<file path="src/rtl/pc_control_pkg.sv">
// Shared encodings for the multi-cycle MIPS program-counter unit:
// next-PC selects, cause codes, FSM states and default vectors.
package pc_control_pkg;

    localparam int unsigned PC_SRC_W = 2;
    localparam int unsigned CAUSE_W  = 5;
    localparam int unsigned JIDX_W   = 26;

    typedef enum logic [PC_SRC_W-1:0] {
        PC_SRC_ALU_RESULT = 2'd0,
        PC_SRC_ALU_OUT    = 2'd1,
        PC_SRC_JUMP       = 2'd2,
        PC_SRC_REG        = 2'd3
    } pc_src_e;

    localparam logic [CAUSE_W-1:0] CAUSE_INT     = 5'd0;
    localparam logic [CAUSE_W-1:0] CAUSE_ADEL    = 5'd4;
    localparam logic [CAUSE_W-1:0] CAUSE_ADES    = 5'd5;
    localparam logic [CAUSE_W-1:0] CAUSE_SYSCALL = 5'd8;
    localparam logic [CAUSE_W-1:0] CAUSE_BP      = 5'd9;
    localparam logic [CAUSE_W-1:0] CAUSE_RI      = 5'd10;
    localparam logic [CAUSE_W-1:0] CAUSE_OV      = 5'd12;

    typedef enum logic {
        ST_RUN = 1'b0,
        ST_EXC = 1'b1
    } pc_state_e;

    localparam logic [31:0] DEF_RESET_VECTOR = 32'h0040_0000;
    localparam logic [31:0] DEF_EXC_VECTOR   = 32'h8000_0180;

endpackage

</file>
<file path="src/rtl/pc_control_pc_reg.sv">
// Enabled WIDTH-bit register with asynchronous active-high reset to a
// parameterised value; used for pc, epc and bad_vaddr.
module pc_reg #(
    parameter int unsigned     WIDTH       = 32,
    parameter logic [WIDTH-1:0] RESET_VALUE = '0
) (
    input  logic             clk,
    input  logic             reset,
    input  logic             i_en,
    input  logic [WIDTH-1:0] i_d,
    output logic [WIDTH-1:0] o_q
);

    logic [WIDTH-1:0] r_q;

    always_ff @(posedge clk or posedge reset) begin
        if (reset) begin
            r_q <= RESET_VALUE;
        end else if (i_en) begin
            r_q <= i_d;
        end
    end

    assign o_q = r_q;

endmodule

</file>
<file path="src/rtl/pc_control.sv">
// Program-counter unit: gated next-PC selection, alignment checking,
// RUN/EXC exception handling with EPC/Cause/BadVAddr, retired counter.
module pc_control
    import pc_control_pkg::*;
#(
    parameter int unsigned      WIDTH        = 32,
    parameter logic [WIDTH-1:0] RESET_VECTOR = WIDTH'(DEF_RESET_VECTOR),
    parameter logic [WIDTH-1:0] EXC_VECTOR   = WIDTH'(DEF_EXC_VECTOR),
    parameter int unsigned      CNT_WIDTH    = 32
) (
    input  logic                 clk,
    input  logic                 reset,
    input  logic                 pc_write,
    input  logic                 pc_write_cond,
    input  logic                 branch_ne,
    input  logic                 zero,
    input  logic [PC_SRC_W-1:0]  pc_src,
    input  logic [WIDTH-1:0]     alu_result,
    input  logic [WIDTH-1:0]     alu_out,
    input  logic [JIDX_W-1:0]    jump_index,
    input  logic [WIDTH-1:0]     reg_target,
    input  logic                 exc_req,
    input  logic [CAUSE_W-1:0]   exc_cause,
    input  logic                 eret,
    input  logic                 retire,
    output logic [WIDTH-1:0]     pc,
    output logic [WIDTH-1:0]     epc,
    output logic [CAUSE_W-1:0]   cause,
    output logic [WIDTH-1:0]     bad_vaddr,
    output logic                 in_exc,
    output logic                 double_fault,
    output logic [CNT_WIDTH-1:0] retired
);

    pc_state_e          r_state;
    pc_state_e          w_state_nxt;
    logic [CAUSE_W-1:0] r_cause;
    logic               r_double_fault;
    logic [CNT_WIDTH-1:0] r_retired;

    logic [WIDTH-1:0]   w_pc;
    logic [WIDTH-1:0]   w_epc;
    logic [WIDTH-1:0]   w_target;
    logic               w_take;
    logic               w_misalign;

    logic               w_pc_en;
    logic [WIDTH-1:0]   w_pc_d;
    logic               w_epc_en;
    logic               w_bad_en;
    logic               w_cause_en;
    logic [CAUSE_W-1:0] w_cause_d;
    logic               w_df_set;

    // Next-PC candidate and the branch/jump qualification
    always_comb begin
        w_target = alu_result;
        case (pc_src_e'(pc_src))
            PC_SRC_ALU_RESULT: w_target = alu_result;
            PC_SRC_ALU_OUT:    w_target = alu_out;
            PC_SRC_JUMP:       w_target = {w_pc[WIDTH-1:28], jump_index, 2'b00};
            PC_SRC_REG:        w_target = reg_target;
        endcase
    end

    assign w_take     = pc_write | (pc_write_cond & (zero ^ branch_ne));
    assign w_misalign = w_take & (w_target[1:0] != 2'b00);

    always_ff @(posedge clk or posedge reset) begin
        if (reset) begin
            r_state <= ST_RUN;
        end else begin
            r_state <= w_state_nxt;
        end
    end

    // Exception entry outranks eret, which outranks an ordinary PC update
    always_comb begin
        w_state_nxt = r_state;
        w_pc_en     = 1'b0;
        w_pc_d      = w_target;
        w_epc_en    = 1'b0;
        w_bad_en    = 1'b0;
        w_cause_en  = 1'b0;
        w_cause_d   = CAUSE_ADEL;
        w_df_set    = 1'b0;
        case (r_state)
            ST_RUN: begin
                if (exc_req || w_misalign) begin
                    w_state_nxt = ST_EXC;
                    w_pc_en     = 1'b1;
                    w_pc_d      = EXC_VECTOR;
                    w_epc_en    = 1'b1;
                    w_cause_en  = 1'b1;
                    w_cause_d   = exc_req ? exc_cause : CAUSE_ADEL;
                    w_bad_en    = w_misalign;
                end else if (w_take) begin
                    w_pc_en = 1'b1;
                end
            end
            ST_EXC: begin
                w_df_set = exc_req;
                if (eret) begin
                    w_state_nxt = ST_RUN;
                    w_pc_en     = 1'b1;
                    w_pc_d      = w_epc;
                end else if (w_take) begin
                    // A misaligned target inside the handler cannot re-enter
                    if (w_misalign) begin
                        w_df_set = 1'b1;
                    end else begin
                        w_pc_en = 1'b1;
                    end
                end
            end
            default: w_state_nxt = ST_RUN;
        endcase
    end

    pc_reg #(.WIDTH(WIDTH), .RESET_VALUE(RESET_VECTOR)) u_pc_reg (
        .clk   (clk),
        .reset (reset),
        .i_en  (w_pc_en),
        .i_d   (w_pc_d),
        .o_q   (w_pc)
    );

    pc_reg #(.WIDTH(WIDTH), .RESET_VALUE('0)) u_epc_reg (
        .clk   (clk),
        .reset (reset),
        .i_en  (w_epc_en),
        .i_d   (w_pc),
        .o_q   (w_epc)
    );

    pc_reg #(.WIDTH(WIDTH), .RESET_VALUE('0)) u_bad_vaddr_reg (
        .clk   (clk),
        .reset (reset),
        .i_en  (w_bad_en),
        .i_d   (w_target),
        .o_q   (bad_vaddr)
    );

    always_ff @(posedge clk or posedge reset) begin
        if (reset) begin
            r_cause        <= '0;
            r_double_fault <= 1'b0;
        end else begin
            if (w_cause_en) begin
                r_cause <= w_cause_d;
            end
            if (w_df_set) begin
                r_double_fault <= 1'b1;
            end
        end
    end

    // Retired-instruction counter, free-running and wrapping
    always_ff @(posedge clk or posedge reset) begin
        if (reset) begin
            r_retired <= '0;
        end else if (retire) begin
            r_retired <= r_retired + CNT_WIDTH'(1);
        end
    end

    assign pc           = w_pc;
    assign epc          = w_epc;
    assign cause        = r_cause;
    assign in_exc       = (r_state == ST_EXC);
    assign double_fault = r_double_fault;
    assign retired      = r_retired;

endmodule

</file>
<file path="config.mk">
export PLATFORM = sky130hd
export DESIGN_NAME = pc_control
export DESIGN_NICKNAME = d
export VERILOG_FILES = /design/src/rtl/pc_control_pkg.sv /design/src/rtl/pc_control_pc_reg.sv /design/src/rtl/pc_control.sv
export SDC_FILE = /design/constraint.sdc
export NUM_CORES = 1
export LEC_CHECK = 0
export CAP_MARGIN = 20
export CORE_MARGIN = 2
export CORE_UTILIZATION = 39
export DETAILED_ROUTE_END_ITERATION = 10
export PLACE_DENSITY_LB_ADDON = 0.25
export SLEW_MARGIN = 20
export SYNTH_ARGS = -nofsm -noshare
export SYNTH_HDL_FRONTEND = slang
export SYNTH_SLANG_ARGS = --single-unit
</file>
<file path="constraint.sdc">
create_clock -name clk -period 4.1 [get_ports clk]
set_input_delay 0.82 -clock clk [delete_from_list [all_inputs] [get_ports clk]]
set_output_delay 0.82 -clock clk [all_outputs]
set_load 0.005 [all_outputs]
</file>
==> flow_summary_export.csv, run 1 <==
group,metric,value,unit
global_route,grtUsageMet1,28.1,%
synth,async_reset_ff_share,100,%
synth,synth_compound_area_share,5.56,%
sta,holdWs,0.470,ns
placement,placed_cell_area,9500,um^2
critical_path,r2r-end,"u_pc_reg.o_q[11]$_DFFE_PP0P_",
layout,fill_cells,1320,
sta,worst_slew_pin_slew,1.03,ns
outcome,status,"completed",
global_route,grt_pass1_wl,30900,um
clock_network,clock_sinks,135,
critical_path,worstPathRequired,4.39,ns
global_route,track_usage,22.5,%
critical_path,cp-start-kind,"input pin",
die,die_w,133,um
global_route,grt_util_met3,5.67,%
synth,ys_top_cells_by_area,"dfrtp_1 (51%), mux2_2 (11%), mux4_2 (10%), mux2_1 (4.5%), nand2_1 (4.0%)",
clock_network,post_cts_buffers,0,
route,viasPerCell,5.22,
sta,rsz0062_at_grt,"false",
route,route.detailed.drc,0,
synth,synth_top_family_by_area,"multiplexers",
layout,final_cells,1006,
sta,final_hold_viol_count,0,
layout,syn2layout_area_growth,55.4,%
placement,dp_hpwl,14500,um
power_and_ir_drop,power_density,558,nW/um^2
die,start_util,39.6,%
sta,fin_crit_sh,69.7,%
route,routed_wl,19700,um
die,fp-row-count,47,
die,io_pins,273,
clock_network,cts_tree,"built",
placement,dp_cells,974,
layout,drive_gt1_share,18.6,%
critical_path,rr_worst_depth,4,
synth,synth_top_cell_by_area,"dfrtp_1",
hold_path,holdCritPathClass,"reg2reg",
sta,period_minus_slack,2.86,ns
sta,finalClockSkew,0.00476,ns
placement,place.gp.congestion,0.768,
clock_network,clockRootBuffer,"clkbuf_16",
global_route,grt_pass1_vias,5571,
synth,ys.flop_type,"dfrtp_1",
clock_network,cts_buffer_depth,2,
clock_network,cts_max_level,4,
die,dieHeight,133,um
route,vias,5251,
sta,relSlewSlack,31.2,%
global_route,antenna_found_initial,0,
layout,multiInputGateArea,3000,um^2
critical_path,cp_data_arrival_time,3.15,ns
clock_network,clk_pin_slew,0.05,ns
layout,final_area,10100,um^2
placement,port_buffers,272,
power_and_ir_drop,leakage,4.23,nW
sta,setup_tns,0,ns
synth,synth_edf_count,0,
synth,synthAdderAreaFrac,0.192,%
power_and_ir_drop,ir_drop,0.281,mV
global_route,use_met2,38.3,%
synth,yosys.area_share.simple,8.44,%
die,die_area,17800,um^2
layout,diodes,0,
hold_path,min_from,"retired[31]$_DFFE_PP0P_",
synth,ys_warn_count,0,
synth,synth.yosys.seq_area_share,51.8,%
critical_path,endpoint,"u_pc_reg.o_q[11]$_DFFE_PP0P_",
route,drt-wirelength-per-cell,19.5,um
global_route,grt-ovfl-total,0,
critical_path,reg2reg_setup_slack,1.71,ns
synth,yosysTopAreaCellShare,51.4,%
sta,drv_slew,0,
critical_path,setup.worst_path.end_class,"register",
die,core_area,16500,um^2
layout,regArea,3380,um^2
synth,synth_xor_area_share,4.30,%
clock_network,post_cts_resized,0,
synth,synthCells,502,
route,first_pass_iters,4,
synth,synthMuxAreaShare,27.1,%
job,cap_violations,0,
route,ant_nets,0,
critical_path,path_class,"in2reg",
critical_path,cp_max_fo,32,
critical_path,crit_start,"alu_out[1]",
global_route,busiest_layer,"met2",
critical_path,r2r-start,"in_exc$_DFF_PP0_",
global_route,grt_max_degree,55,
route,drtIter0Drc,194,
synth,avgSynthCellArea,13.0,um^2
synth,synth.distinct_cells,34,
clock_network,hold_buffers,0,
synth,ys_seq_elements,135,
synth,syn_area,6520,um^2
sta,fmax,350,MHz
layout,fin_nets,912,
clock_network,cts_made_buffers,17,
clock_network,clk_latency,0.41,ns
sta,setup_violations,0,
synth,synthesis.nets,641,
## metal layers
metal / wire length (um) / vias up
met2: 9870 / 211
li1: - / 2375
met3: 1240 / 29
met1: 8140 / 2636
met4: 416 / 0
met5: 0 / -
## cell usage in the layout, fill, tap and decap left out, types with 8 or more instances in the layout
master,n
clkdlybuf4s50_1,270
dfrtp_1,134
nand2_1,70
mux2_2,64
mux4_2,30
o31ai_1,30
mux2_1,26
xnor2_1,25
clkbuf_16,17
nand3_1,13
buf_4,11
and3_1,9
mux2i_1,8
## worst min path at each step
stage	end	slack, ns	depth (start not counted)
2_1_floorplan	double_fault$_DFFE_PP0P_	0.46	1
3_3_place_gp	double_fault$_DFFE_PP0P_	0.45	1
3_5_place_dp	double_fault$_DFFE_PP0P_	0.46	1
4_1_cts	double_fault$_DFFE_PP0P_	0.47	1
5_1_grt	retired[31]$_DFFE_PP0P_	0.49	1
6_report	retired[31]$_DFFE_PP0P_	0.47	1
## logic make-up after synthesis
kind of cell	after synthesis
xor gates and xnor gates	32
muxes	128
and+or+nand+nor	118
adders and majority gates	1
buffers and inverters	39
AOI/OAI and AO/OA	49
DFF	135
## Yosys cell counts, types with 8 or more instances
master	n
buf_2	18
and3_1	9
nand2_1	70
mux2_1	26
dfrtp_1	134
mux4_2	30
mux2i_1	8
o31ai_1	30
clkbuf_1	13
mux2_2	64
xnor2_1	25
nand3_1	13
## power breakdown
group | internal [W] | switching [W] | leakage (nW)
Combinational | 0.00125 | 0.000648 | 2.23
Clock | 0.00109 | 0.000561 | 0.313
Sequential | 0.00176 | 0.000338 | 1.69
Total | 0.00411 | 0.00155 | 4.23
## area by class of cell
cell class,count,area share [%]
well taps,220,2.71
inverters,7,0.296
flip-flops and latches,135,33.3
clock inverters,13,2.00
repair buffers,284,27.8
multi-input cells,328,29.5
clock buffers,19,4.37
## critical path: stages
cell,delay [ns]
clkdlybuf4s50_1,0.44
mux2i_1,0.16
o21a_1,0.29
a21oi_1,0.16
nor2_4,0.82
mux2_2,0.43
## state kept, by name (all words and copies together), names as in the netlist
| name | cells |
|---|---|
| cause | 5 |
| double_fault | 1 |
| in_exc | 1 |
| retired | 32 |
| u_bad_vaddr_reg.o_q | 32 |
| u_epc_reg.o_q | 32 |
| u_pc_reg.o_q | 32 |
## metrics by stage
step / utilization, % / worst slack, ns / total power, W
after global routing: 61.6 / 1.11 / 0.00593
after CTS: 61.6 / 1.27 / 0.00572
final: 61.6 / 1.24 / 0.00566
after global placement: 57.7 / 0.918 / 0.00397
after detailed placement: 57.7 / 0.841 / 0.00404
after floorplan: - / 1.60 / 0.00277
(Power assumes the default switching activity.)
==> run 2: changes to the inputs <==
==> constraint.sdc (replaced) <==
create_clock -name clk -period 2.5 [get_ports clk]
set_input_delay 0.5 -clock clk [delete_from_list [all_inputs] [get_ports clk]]
set_output_delay 0.5 -clock clk [all_outputs]
set_load 0.005 [all_outputs]
==> flow_summary_export.csv, run 2 (synthesized netlist as in run 1, its figures left out) <==
group,metric,value,unit
power_and_ir_drop,finalPower,0.00915,W
power_and_ir_drop,combPwrFrac,34.9,%
sta,period_minus_slack,2.16,ns
route,vias,5361,
sta,fmax,462,MHz
sta,final_hold_viol_count,0,
clock_network,clock_sinks,135,
power_and_ir_drop,p_sw_share,28.3,%
layout,regArea,3380,um^2
clock_network,post_cts_buffers,0,
placement,placed_cell_area,9720,um^2
layout,multiInputGateArea,3000,um^2
critical_path,crit_family,"flip-flops",
global_route,grt_pass1_vias,5684,
clock_network,cts_buffer_depth,2,
power_and_ir_drop,power_density,887,nW/um^2
critical_path,worstPathRequired,2.00,ns
die,die_w,133,um
power_and_ir_drop,pwr-share-clk,27.2,%
critical_path,reg2reg_setup_slack,0.56,ns
die,fp-row-count,47,
layout,fin_nets,932,
critical_path,cpMaxStageDelayCell,"dfrtp_1",
global_route,grt-ovfl-total,0,
hold_path,holdCritPathClass,"reg2reg",
global_route,grt_pass1_wl,32000,um
sta,fin_crit_sh,86.5,%
critical_path,cp-start-kind,"register",
clock_network,post_cts_resized,0,
die,io_pins,273,
sta,drv_slew,0,
layout,layout_commonest_cell,"clkdlybuf4s50_1",
route,route.detailed.drc,0,
route,ant_nets,0,
layout,diodes,0,
job,cap_violations,0,
layout,final_cells,1026,
route,first_pass_iters,4,
sta,rsz0062_at_grt,"false",
power_and_ir_drop,leakage,4.33,nW
sta,setup_violations,0,
power_and_ir_drop,internal-power,0.00656,W
route,routed_wl,20000,um
layout,drive_gt1_share,20.7,%
die,die_area,17800,um^2
route,viasPerCell,5.23,
global_route,antenna_found_initial,0,
global_route,grt_max_degree,88,
critical_path,path_class,"reg2out",
route,drtIter0Drc,235,
layout,syn2layout_area_growth,58.1,%
critical_path,setup.worst_path.end_class,"primary output",
placement,port_buffers,272,
sta,relSlewSlack,68.8,%
layout,final_area,10300,um^2
clock_network,clk_pin_slew,0.06,ns
critical_path,crit_chain,"clkdlybuf4s50_1",
outcome,status,"completed",
clock_network,hold_buffers,0,
die,dieHeight,133,um
die,core_area,16500,um^2
power_and_ir_drop,switchingPower,0.00259,W
sta,finalClockSkew,0.0153,ns
die,start_util,39.6,%
placement,dp_hpwl,15000,um
clock_network,clk_latency,0.42,ns
route,drt-wirelength-per-cell,19.5,um
global_route,track_usage,23.4,%
power_and_ir_drop,p_seq_share,37.9,%
clock_network,cts_tree,"built",
power_and_ir_drop,ir_drop,0.548,mV
critical_path,cp.buffers_inverters,1,
layout,fill_cells,1284,
clock_network,cts_made_buffers,17,
critical_path,cp_data_arrival_time,1.66,ns
placement,dp_cells,994,
layout,layout_common_cells,"clkdlybuf4s50_1 (270), dfrtp_1 (134), nand2_1 (70), mux2_2 (64)",
clock_network,clockRootBuffer,"clkbuf_16",
placement,place.gp.congestion,0.790,
sta,worst_slew_pin_slew,0.468,ns
critical_path,cp_max_fo,11,
clock_network,cts_max_level,4,
critical_path,cp_slowest_stage_delay,0.62,ns
==> run 2: final cells by class <==
type | count | area share, %
Sequential cell | 135 | 32.8
Inverter | 7 | 0.291
Clock buffer | 20 | 4.53
Tap cell | 220 | 2.67
Multi-Input combinational cell | 328 | 29.0
Timing Repair Buffer | 304 | 29.5
Clock inverter | 12 | 1.21
==> run 2: path summary, 6_finish.rpt <==
check                                   startpoint                                   to  depth (start not counted)
min reg2reg                retired[31]$_DFFE_PP0P_              retired[31]$_DFFE_PP0P_                          1
max in group asynchronous                    reset  u_bad_vaddr_reg.o_q[15]$_DFFE_PP0P_                          3
min in group asynchronous                    reset               retired[1]$_DFFE_PP0P_                          3
max                               in_exc$_DFF_PP0_                               in_exc                          1
min                        retired[31]$_DFFE_PP0P_              retired[31]$_DFFE_PP0P_                          1
max reg2reg                       in_exc$_DFF_PP0_         u_pc_reg.o_q[17]$_DFFE_PP0P_                          5
==> run 2: metal layers <==
metal,track usage (%),part of all wire [%]
met5,0,0
met4,8.04,1.7
met3,6.47,6.3
met2,39.0,50
met1,29.5,42
==> run 2: power groups by stage <==
stage                     Sequential [W]  Clock, W  Combinational (W)
after floorplan                  0.00343         0            0.00111
after global placement           0.00346         0            0.00315
after detailed placement         0.00350         0            0.00322
after CTS                        0.00347   0.00255            0.00324
after global routing             0.00357   0.00264            0.00341
final                            0.00347   0.00249            0.00319
==> run 2: through the flow <==
step	util [%]	hold slack (ns)	setup slack, ns	TNS [ns]
global placement	59.0	0.456	-0.0113	-0.158
global route	62.6	0.502	0.253	0
detailed placement	59.0	0.469	-0.0168	-0.211
CTS	62.6	0.488	0.302	0
finish	62.6	0.481	0.338	0
floorplan	-	0.459	0.322	0
==> run 3: changes to the inputs <==
--- a/config.mk
+++ b/config.mk
@@ -7,10 +7,11 @@
 export LEC_CHECK = 0
 export CAP_MARGIN = 20
 export CORE_MARGIN = 2
-export CORE_UTILIZATION = 39
+export CORE_UTILIZATION = 41
 export DETAILED_ROUTE_END_ITERATION = 10
 export PLACE_DENSITY_LB_ADDON = 0.25
 export SLEW_MARGIN = 20
 export SYNTH_ARGS = -nofsm -noshare
 export SYNTH_HDL_FRONTEND = slang
+export SYNTH_HIERARCHICAL = 1
 export SYNTH_SLANG_ARGS = --single-unit
==> flow_summary_export.csv, run 3 <==
group,metric,value,unit
synth,synth_edf_count,0,
die,die_area,18900,um^2
clock_network,clk_pin_slew,0.06,ns
synth,async_reset_ff_share,100,%
clock_network,cts_tree,"built",
sta,worst_slew_pin_slew,0.705,ns
sta,relSlewSlack,52.6,%
sta,rsz0062_at_grt,"false",
synth,ys.flop_type,"dfrtp_1",
die,die_w,137,um
sta,finalWorstSetupSlack,0.319,ns
route,first_pass_iters,5,
route,routed_wl,21300,um
route,ant_nets,0,
placement,dp_hpwl,15800,um
sta,holdWs,0.458,ns
synth,synthCells,495,
die,start_util,42.1,%
power_and_ir_drop,leakage,4.67,nW
layout,final_area,10900,um^2
clock_network,clock_sinks,135,
global_route,track_usage,23.1,%
layout,layout_commonest_cell,"clkdlybuf4s50_1",
sta,drv_slew,0,
placement,place.gp.congestion,0.857,
layout,layout_common_cells,"clkdlybuf4s50_1 (269), dfrtp_1 (134), mux2_4 (91), mux4_2 (30), mux2i_1 (30)",
global_route,grt_pass1_wl,32600,um
synth,synth.distinct_cells,43,
critical_path,cp_max_fo,19,
die,core_area,17400,um^2
job,cap_violations,0,
clock_network,cts_made_buffers,17,
synth,synth.yosys.seq_area_share,46.3,%
synth,synth_top_cell_by_area,"dfrtp_1",
layout,syn2layout_area_growth,49.8,%
route,vias,5434,
critical_path,cpMaxStageDelayCell,"clkdlybuf4s50_1",
critical_path,cp_slowest_stage_delay,0.47,ns
placement,placed_cell_area,10300,um^2
clock_network,cts_max_level,4,
synth,syn_area,7300,um^2
global_route,grt_max_degree,40,
hold_path,holdCritPathClass,"in2async",
sta,fmax,458,MHz
clock_network,clk_latency,0.42,ns
die,io_pins,273,
clock_network,clockRootBuffer,"clkbuf_16",
synth,ys_top_cells_by_area,"dfrtp_1 (46%), mux2_4 (19%), mux4_2 (9.3%), mux2i_1 (4.1%), o2bb2ai_1 (3.2%)",
clock_network,post_cts_resized,0,
placement,port_buffers,272,
power_and_ir_drop,finalPower,0.0103,W
critical_path,worstPathRequired,2.80,ns
power_and_ir_drop,power_density,941,nW/um^2
placement,preCtsSetupSlack,-0.0976,ns
layout,fin_nets,923,
synth,synthTopCellsByCount,"dfrtp_1 (134), mux2_4 (91), mux2i_1 (30), mux4_2 (30)",
synth,yosysMostFrequentCell,"dfrtp_1",
sta,setup_violations,0,
sta,fin_crit_sh,87.3,%
route,drt-wirelength-per-cell,20.8,um
clock_network,post_cts_buffers,0,
die,fp-row-count,48,
synth,ys_seq_elements,135,
route,drtIter0Drc,268,
global_route,antenna_found_initial,1,
clock_network,cts_buffer_depth,2,
power_and_ir_drop,ir_drop,0.548,mV
route,route.detailed.drc,0,
global_route,grt-ovfl-total,0,
clock_network,hold_buffers,0,
sta,period_minus_slack,2.18,ns
layout,final_util,63.0,%
sta,final_hold_viol_count,0,
outcome,status,"completed",
critical_path,crit_chain,"clkdlybuf4s50_1 > xor2_1 > a21oi_1 > o21bai_1 > buf_4 > a21oi_4 > buf_12 > mux2_2",
critical_path,cp_data_arrival_time,2.48,ns
die,dieHeight,137,um
layout,drive_gt1_share,25.7,%
critical_path,path_class,"in2reg",
sta,finalClockSkew,0.00976,ns
route,viasPerCell,5.31,
synth,ys_warn_count,6,
synth,yosysTopAreaCellShare,45.9,%
synth,synthesis.nets,634,
critical_path,cp-start-kind,"input pin",
global_route,grt_pass1_vias,5767,
synth,avgSynthCellArea,14.8,um^2
critical_path,setup.worst_path.end_class,"register",
[run 3: final timing paths]
kind                                            endpoint  cells after the start                     start  slack (ns)
hold / removal               u_pc_reg/o_q[8]$_DFFE_PP0P_                      2                     reset        0.46
setup / recovery           u_epc_reg/o_q[12]$_DFFE_PP0P_                      8                      zero        0.32
hold reg to reg                 double_fault$_DFFE_PP0P_                      2  double_fault$_DFFE_PP0P_        0.48
min in group clk                double_fault$_DFFE_PP0P_                      2  double_fault$_DFFE_PP0P_        0.48
setup reg to reg                 retired[22]$_DFFE_PP0P_                      4   retired[11]$_DFFE_PP0P_        0.62
max in group asynchronous   u_pc_reg/o_q[22]$_DFFE_PP1P_                      3                     reset        1.46
[run 3: final cells by class]
class,instances,area [um^2]
fill,1338,6420
multi-input combinational,316,3570
sequential,135,3380
timing repair buffer,302,3060
clock buffer,17,425
tap,225,282
clock inverter,15,178
inverter,12,45.0
antenna,1,2.50
[run 3: cell families (layout without fill, tap and decap cells)]
logic type	after synthesis	in the layout	share of synthesized area (%)
AO/OA/AOI/OAI	57	57	6.13
multiplexers	159	159	33.3
buffers and inverters	44	346	5.16
adder cells (fa/ha/maj)	1	1	0.171
flip-flops	135	135	46.3
XOR/XNOR	32	32	3.84
AND/OR/NAND/NOR	67	67	5.11
other	0	1	0
[run 3: per-layer routing]
layer / up-vias / global-route usage, % / routed length (um) / part of all wire, %
met5: - / 0 / 0 / 0
met4: 0 / 7.90 / 545 / 2.6
met3: 30 / 6.07 / 1440 / 6.8
met2: 210 / 39.9 / 10700 / 50
met1: 2752 / 28.1 / 8570 / 40
li1: 2442 / - / - / -
[run 3: worst max-delay path: cells and delay by family]
kind / cells / cell delay [ns]
buffers and inverters: 3 / 0.86
multiplexers: 1 / 0.36
XOR/XNOR: 1 / 0.23
AO/OA/AOI/OAI: 3 / 0.51
[run 3: where the power goes]
part | switching [W] | leakage [nW] | internal, W | total, W
combinational | 0.00127 | 2.69 | 0.00281 | 0.00408
clock | 0.000991 | 0.282 | 0.00157 | 0.00256
sequential | 0.000675 | 1.69 | 0.00297 | 0.00365
[run 3: through the flow]
| stage | setup TNS [ns] | std cells |
|---|---|---|
| global route | 0 | 1023 |
| global placement | -0.667 | 990 |
| finish | 0 | 1023 |
| CTS | 0 | 1022 |
| floorplan | 0 | 495 |
| detailed placement | -2.10 | 990 |
